--- src/rtl/ram_port_arbiter.sv ---
// Round-robin multi-port front end for the single-port synchronous ram.
// Each requester holds req until its one-cycle ready pulse; one transaction is in flight at a time.
module ram_port_arbiter #(
  parameter int NUM_PORTS    = 2,
  parameter int ADDR_W       = 16,
  parameter int DATA_W       = 8,
  parameter int READ_LATENCY = 1
) (
  input  logic                                               ram_clk,
  input  logic                                               rst,
  input  logic [NUM_PORTS-1:0]                               req,
  input  logic [NUM_PORTS-1:0]                               we,
  input  logic [NUM_PORTS*ADDR_W-1:0]                        addr,
  input  logic [NUM_PORTS*DATA_W-1:0]                        wdata,
  output logic [NUM_PORTS-1:0]                               ready,
  output logic [NUM_PORTS*DATA_W-1:0]                        rdata,
  output logic                                               busy,
  output logic [((NUM_PORTS > 1) ? $clog2(NUM_PORTS) : 1)-1:0] grant_id,
  output logic                                               ram_write_enable,
  output logic [ADDR_W-1:0]                                  ram_address,
  output logic [DATA_W-1:0]                                  ram_data_in,
  input  logic [DATA_W-1:0]                                  ram_data_out
);

  // state | meaning
  // IDLE  | waiting for any req; grant and drive the ram bus on the next edge
  // ISSUE | ram samples address/data/write_enable on this edge
  // WAIT  | counting down ram read latency, then capture data and pulse ready
  // DONE  | ready is high for this single cycle; req is ignored here

  localparam int GW = (NUM_PORTS > 1) ? $clog2(NUM_PORTS) : 1;
  localparam int CW = (READ_LATENCY > 1) ? $clog2(READ_LATENCY) : 1;

  typedef enum logic [1:0] {IDLE, ISSUE, WAIT, DONE} state_t;

  state_t              state, state_next;
  logic [GW-1:0]       ptr, ptr_next, grant_next, pick, cand;
  logic [CW-1:0]       cnt, cnt_next;
  logic                wr_q, wr_next, found, capture;
  logic [NUM_PORTS-1:0] ready_next;
  logic                ram_we_next;
  logic [ADDR_W-1:0]   ram_addr_next;
  logic [DATA_W-1:0]   ram_din_next;

  logic [ADDR_W-1:0]   addr_a  [NUM_PORTS];
  logic [DATA_W-1:0]   wdata_a [NUM_PORTS];

  for (genvar i = 0; i < NUM_PORTS; i++) begin : g_unpack
    assign addr_a[i]  = addr[i*ADDR_W +: ADDR_W];
    assign wdata_a[i] = wdata[i*DATA_W +: DATA_W];
  end

  assign busy = (state != IDLE);

  always_comb begin
    state_next    = state;
    ptr_next      = ptr;
    grant_next    = grant_id;
    cnt_next      = cnt;
    wr_next       = wr_q;
    ready_next    = '0;
    ram_we_next   = ram_write_enable;
    ram_addr_next = ram_address;
    ram_din_next  = ram_data_in;
    capture       = 1'b0;
    found         = 1'b0;
    pick          = '0;
    cand          = '0;

    // search starts one past the last served port so every requester gets a turn
    for (int i = 0; i < NUM_PORTS; i++) begin
      cand = GW'((int'(ptr) + 1 + i) % NUM_PORTS);
      if (!found && req[cand]) begin
        found = 1'b1;
        pick  = cand;
      end
    end

    case (state)
      IDLE: begin
        if (found) begin
          state_next    = ISSUE;
          grant_next    = pick;
          ram_addr_next = addr_a[pick];
          ram_din_next  = wdata_a[pick];
          ram_we_next   = we[pick];
          wr_next       = we[pick];
        end
      end
      ISSUE: begin
        ram_we_next = 1'b0;
        cnt_next    = CW'(READ_LATENCY - 1);
        state_next  = WAIT;
      end
      WAIT: begin
        if (cnt != '0) begin
          cnt_next = cnt - CW'(1);
        end else begin
          capture              = !wr_q;
          ready_next[grant_id] = 1'b1;
          ptr_next             = grant_id;
          state_next           = DONE;
        end
      end
      DONE: state_next = IDLE;
      default: state_next = IDLE;
    endcase
  end

  always_ff @(posedge ram_clk or negedge rst) begin
    if (!rst) begin
      state            <= IDLE;
      ptr              <= GW'(NUM_PORTS - 1);
      grant_id         <= '0;
      cnt              <= '0;
      wr_q             <= 1'b0;
      ready            <= '0;
      ram_write_enable <= 1'b0;
      ram_address      <= '0;
      ram_data_in      <= '0;
    end else begin
      state            <= state_next;
      ptr              <= ptr_next;
      grant_id         <= grant_next;
      cnt              <= cnt_next;
      wr_q             <= wr_next;
      ready            <= ready_next;
      ram_write_enable <= ram_we_next;
      ram_address      <= ram_addr_next;
      ram_data_in      <= ram_din_next;
    end
  end

  // rdata of a port holds until that port's next read completes
  for (genvar i = 0; i < NUM_PORTS; i++) begin : g_rdata
    always_ff @(posedge ram_clk or negedge rst) begin
      if (!rst) begin
        rdata[i*DATA_W +: DATA_W] <= '0;
      end else if (capture && (grant_id == GW'(i))) begin
        rdata[i*DATA_W +: DATA_W] <= ram_data_out;
      end
    end
  end

endmodule

--- config.mk ---
export PLATFORM = sky130hd
export DESIGN_NAME = ram_port_arbiter
export DESIGN_NICKNAME = d
export VERILOG_FILES = /design/src/rtl/ram_port_arbiter.sv
export SDC_FILE = /design/constraint.sdc
export NUM_CORES = 1
export LEC_CHECK = 0
export CAP_MARGIN = 30
export CORE_MARGIN = 3
export CORE_UTILIZATION = 52
export CTS_CLUSTER_DIAMETER = 150
export DETAILED_ROUTE_END_ITERATION = 12
export DONT_BUFFER_PORTS = 1
export GPL_ROUTABILITY_DRIVEN = 0
export HOLD_SLACK_MARGIN = 0.02
export PLACE_DENSITY = 0.82
export RECOVER_POWER = 50
export SLEW_MARGIN = 20
export SYNTH_ARGS = -nofsm -noshare
export SYNTH_HDL_FRONTEND = slang
export SYNTH_SLANG_ARGS = --single-unit
export TNS_END_PERCENT = 50
--- constraint.sdc ---
create_clock -name ram_clk -period 1.7 [get_ports ram_clk]
set_clock_uncertainty 0.2 [all_clocks]
set_input_delay 0.255 -clock ram_clk [delete_from_list [all_inputs] [get_ports ram_clk]]
set_output_delay 0.255 -clock ram_clk [all_outputs]
set_load 0.03 [all_outputs]
==> metrics <==
Syn Nets=237; PortBufs=0; worst vdd ir=1.09 mV; Distinct cells, synth=23; failing checks=negative setup slack; average wire per standard cell=20.2 um; total congestion overflow=0; crit end category=register; MaxCap Viol Count=0; Yosys top cell area share=0.566; worst-path cell chain=inv_2 -> ha_4 -> nor2b_4 -> nor2b_4 -> buf_8 -> mux2_4; final count of hold timing violations=0; register area share after synthesis=0.579; Routed Antenna Nets=0; initial antenna violation count=0; Yosys warnings=0; die extent in y=69.2 um; clk_lat worst skew=0.30 ns; Crit Path Category=reg -> reg; NumNets Final=309; detailed placement HPWL=3170 um; outcome=complete, but fails checks; Critical Path AT=1.69 ns; Synth Area per Inst=12.1 um^2; final setup fails=4; Site Rows=22; Max FO, Critical Path=8; first-pass GRT wire length=9240 um; number of global-route vias before repair=1784; Top FF cell, synth=dfrtp_1; Initial Utilization=0.555; minimum clock period=1.71 ns; Die X=69.2 um; Mapped Cells=172; Clock transition at path regs=0.08 ns; Detailed Route Iter0 Violations=123; Fin Hold WS=0.0411 ns; Vias/cell=5.61; Peak Freq=586 MHz; # IOs=107; H-tree levels=2; period utilization=1.00; final critical-path setup slack=-0.00770 ns; Overall Power=5.92 mW; final non-filler cell total=294; die area=0.00479 mm^2; max incr delay on CP=0.39 ns; layout cells sized above 1=0.208; Core Area=0.00374 mm^2; Layout area overhead=46.3%; dpl cells=220; post-synth top area cell=dfrtp_1; via count=1648; worst slew pin tran=1.03 ns; routed wire length=5940 um; most frequent CP cell=nor2b_4; slowest CP cell=dfrtp_1; most numerous cell in the Yosys netlist=dfrtp_1; clk buf depth=2; pwr dens=1950 mW/mm^2; Hold Crit Class=in -> reg; Max-slew headroom=0.312; Worst setup SP type=register; CTS tree=yes; Num CTS Buffers=5; Leak=1.44 nW; Pre-antenna DRT Iters=4; Clock Sinks=48; unrepaired setup endpoints after global routing=yes; asr flop ratio synth=1.00; Synth top cells by count=dfrtp_1 (47), nand2_1 (27), mux2i_1 (25); Post-synth EDFFs=0; synthesized flop and latch total=48; Clock Root Buffer=clkbuf_8; pin count of the biggest net entering global routing=49; total track usage=0.250; Synth Cell Area=0.00208 mm^2; CP required=1.68 ns; top cells by area, synth=dfrtp_1 (57%), mux2i_1 (12%), mux2_2 (8.1%), nand2_1 (4.9%), o21ai_1 (4.6%); DRC viols=0; Slew Limit Fails=0
==> per-stage QoR <==
step	setup TNS, ns	util	instance area (um^2)	setup WS, ns
after CTS	-0.0455	0.798	2990	-0.0126
after detailed placement	-0.465	0.586	2190	-0.0710
after global routing	-0.624	0.811	3040	-0.0549
after global placement	-0.0430	0.586	2190	-0.00895
final	-0.0196	0.812	3040	-0.00770
after floorplan	0	-	2080	0.0168
==> metal layers <==
layer	track usage	part of all wire	vias up
met3	0.103	0.12	17
li1	-	-	731
met1	0.290	0.36	777
met5	0	0	-
met2	0.414	0.50	123
met4	0.0954	0.024	0
==> state kept, by name, summed over array words and instances, names as in the netlist <==
register and cells:
grant_id 1, ptr 1, ram_address 16, ram_data_in 8, ram_write_enable 1, rdata 16, ready 2, state 2
wr_q 1
==> final cells by class <==
type                    count  area, um^2
flip-flops and latches     48        1200
inverters                   3        11.3
diodes                      1        2.50
well taps                  48        60.1
repair buffers             75         758
clock buffers               7        96.3
multi-input cells         111         878
fillers                   224         704
clock inverters             1        30.0
==> worst paths after layout <==
kind                                from                to  slack (ns)  cells past startpoint
worst max-delay path            state[0]          rdata[7]      -0.008                      6
worst min-delay path              req[1]          state[1]        0.04                      3
worst max register to register  state[0]          rdata[7]      -0.008                      6
worst min register to register      wr_q              wr_q        0.40                      2
max in group asynchronous            rst  ram_write_enable        0.17                      2
min in group asynchronous            rst         rdata[14]        0.50                      2
==> critical path, delay by kind of cell, from the launching register on <==
family / cells / cell delay, ns
multiplexers: 1 / 0.31
buffers and inverters: 2 / 0.24
adder cells (fa/ha/maj): 1 / 0.14
flip-flops: 1 / 0.39
AND/OR/NAND/NOR: 2 / 0.32
==> power breakdown <==
group          total [mW]  internal (mW)  switching (mW)
clock network       0.889          0.519           0.370
registers            3.16           1.71            1.46
logic                1.87           1.01           0.865
==> cells in the final DEF (no fill, tap or decap) <==
cell type,instances
dfrtp_1,47
dlygate4sd3_1,59
nand2_1,27
diode_2,1
nor2_1,2
clkbuf_8,7
o21ai_0,7
dfstp_2,1
buf_4,10
mux2i_1,25
nand3_1,1
and2_4,1
dlymetal6s4s_1,1
a31oi_1,1
bufinv_16,1
buf_8,1
mux2_2,10
mux2_4,8
buf_12,3
o31ai_1,1
o21ai_4,1
inv_2,2
a21bo_2,1
nor2b_4,2
ha_4,2
inv_1,1
o21ai_1,19
ha_1,1
buf_2,1
nand2b_1,2
==> what timing repair did <==
| action | in CTS | in global routing |
|---|---|---|
| endpoints found under the hold margin | 90 | 2 |
| buffers inserted | 1 | 3 |
| pin swaps | 0 | 1 |
| hold buffers | 60 | 1 |
| setup endpoints to repair | 9 | 18 |
| resized for setup | 9 | 12 |
==> cell families (layout without fill, tap and decap cells) <==
family	after synthesis	count (layout)	share of synthesized area
buffers and inverters	13	86	0.0367
DFF	48	48	0.579
adders and majority gates	3	3	0.0181
AOI/OAI and AO/OA	30	30	0.0783
muxes	43	43	0.218
other	0	1	0
and+or+nand+nor	35	35	0.0699
(Power assumes the default switching activity.)
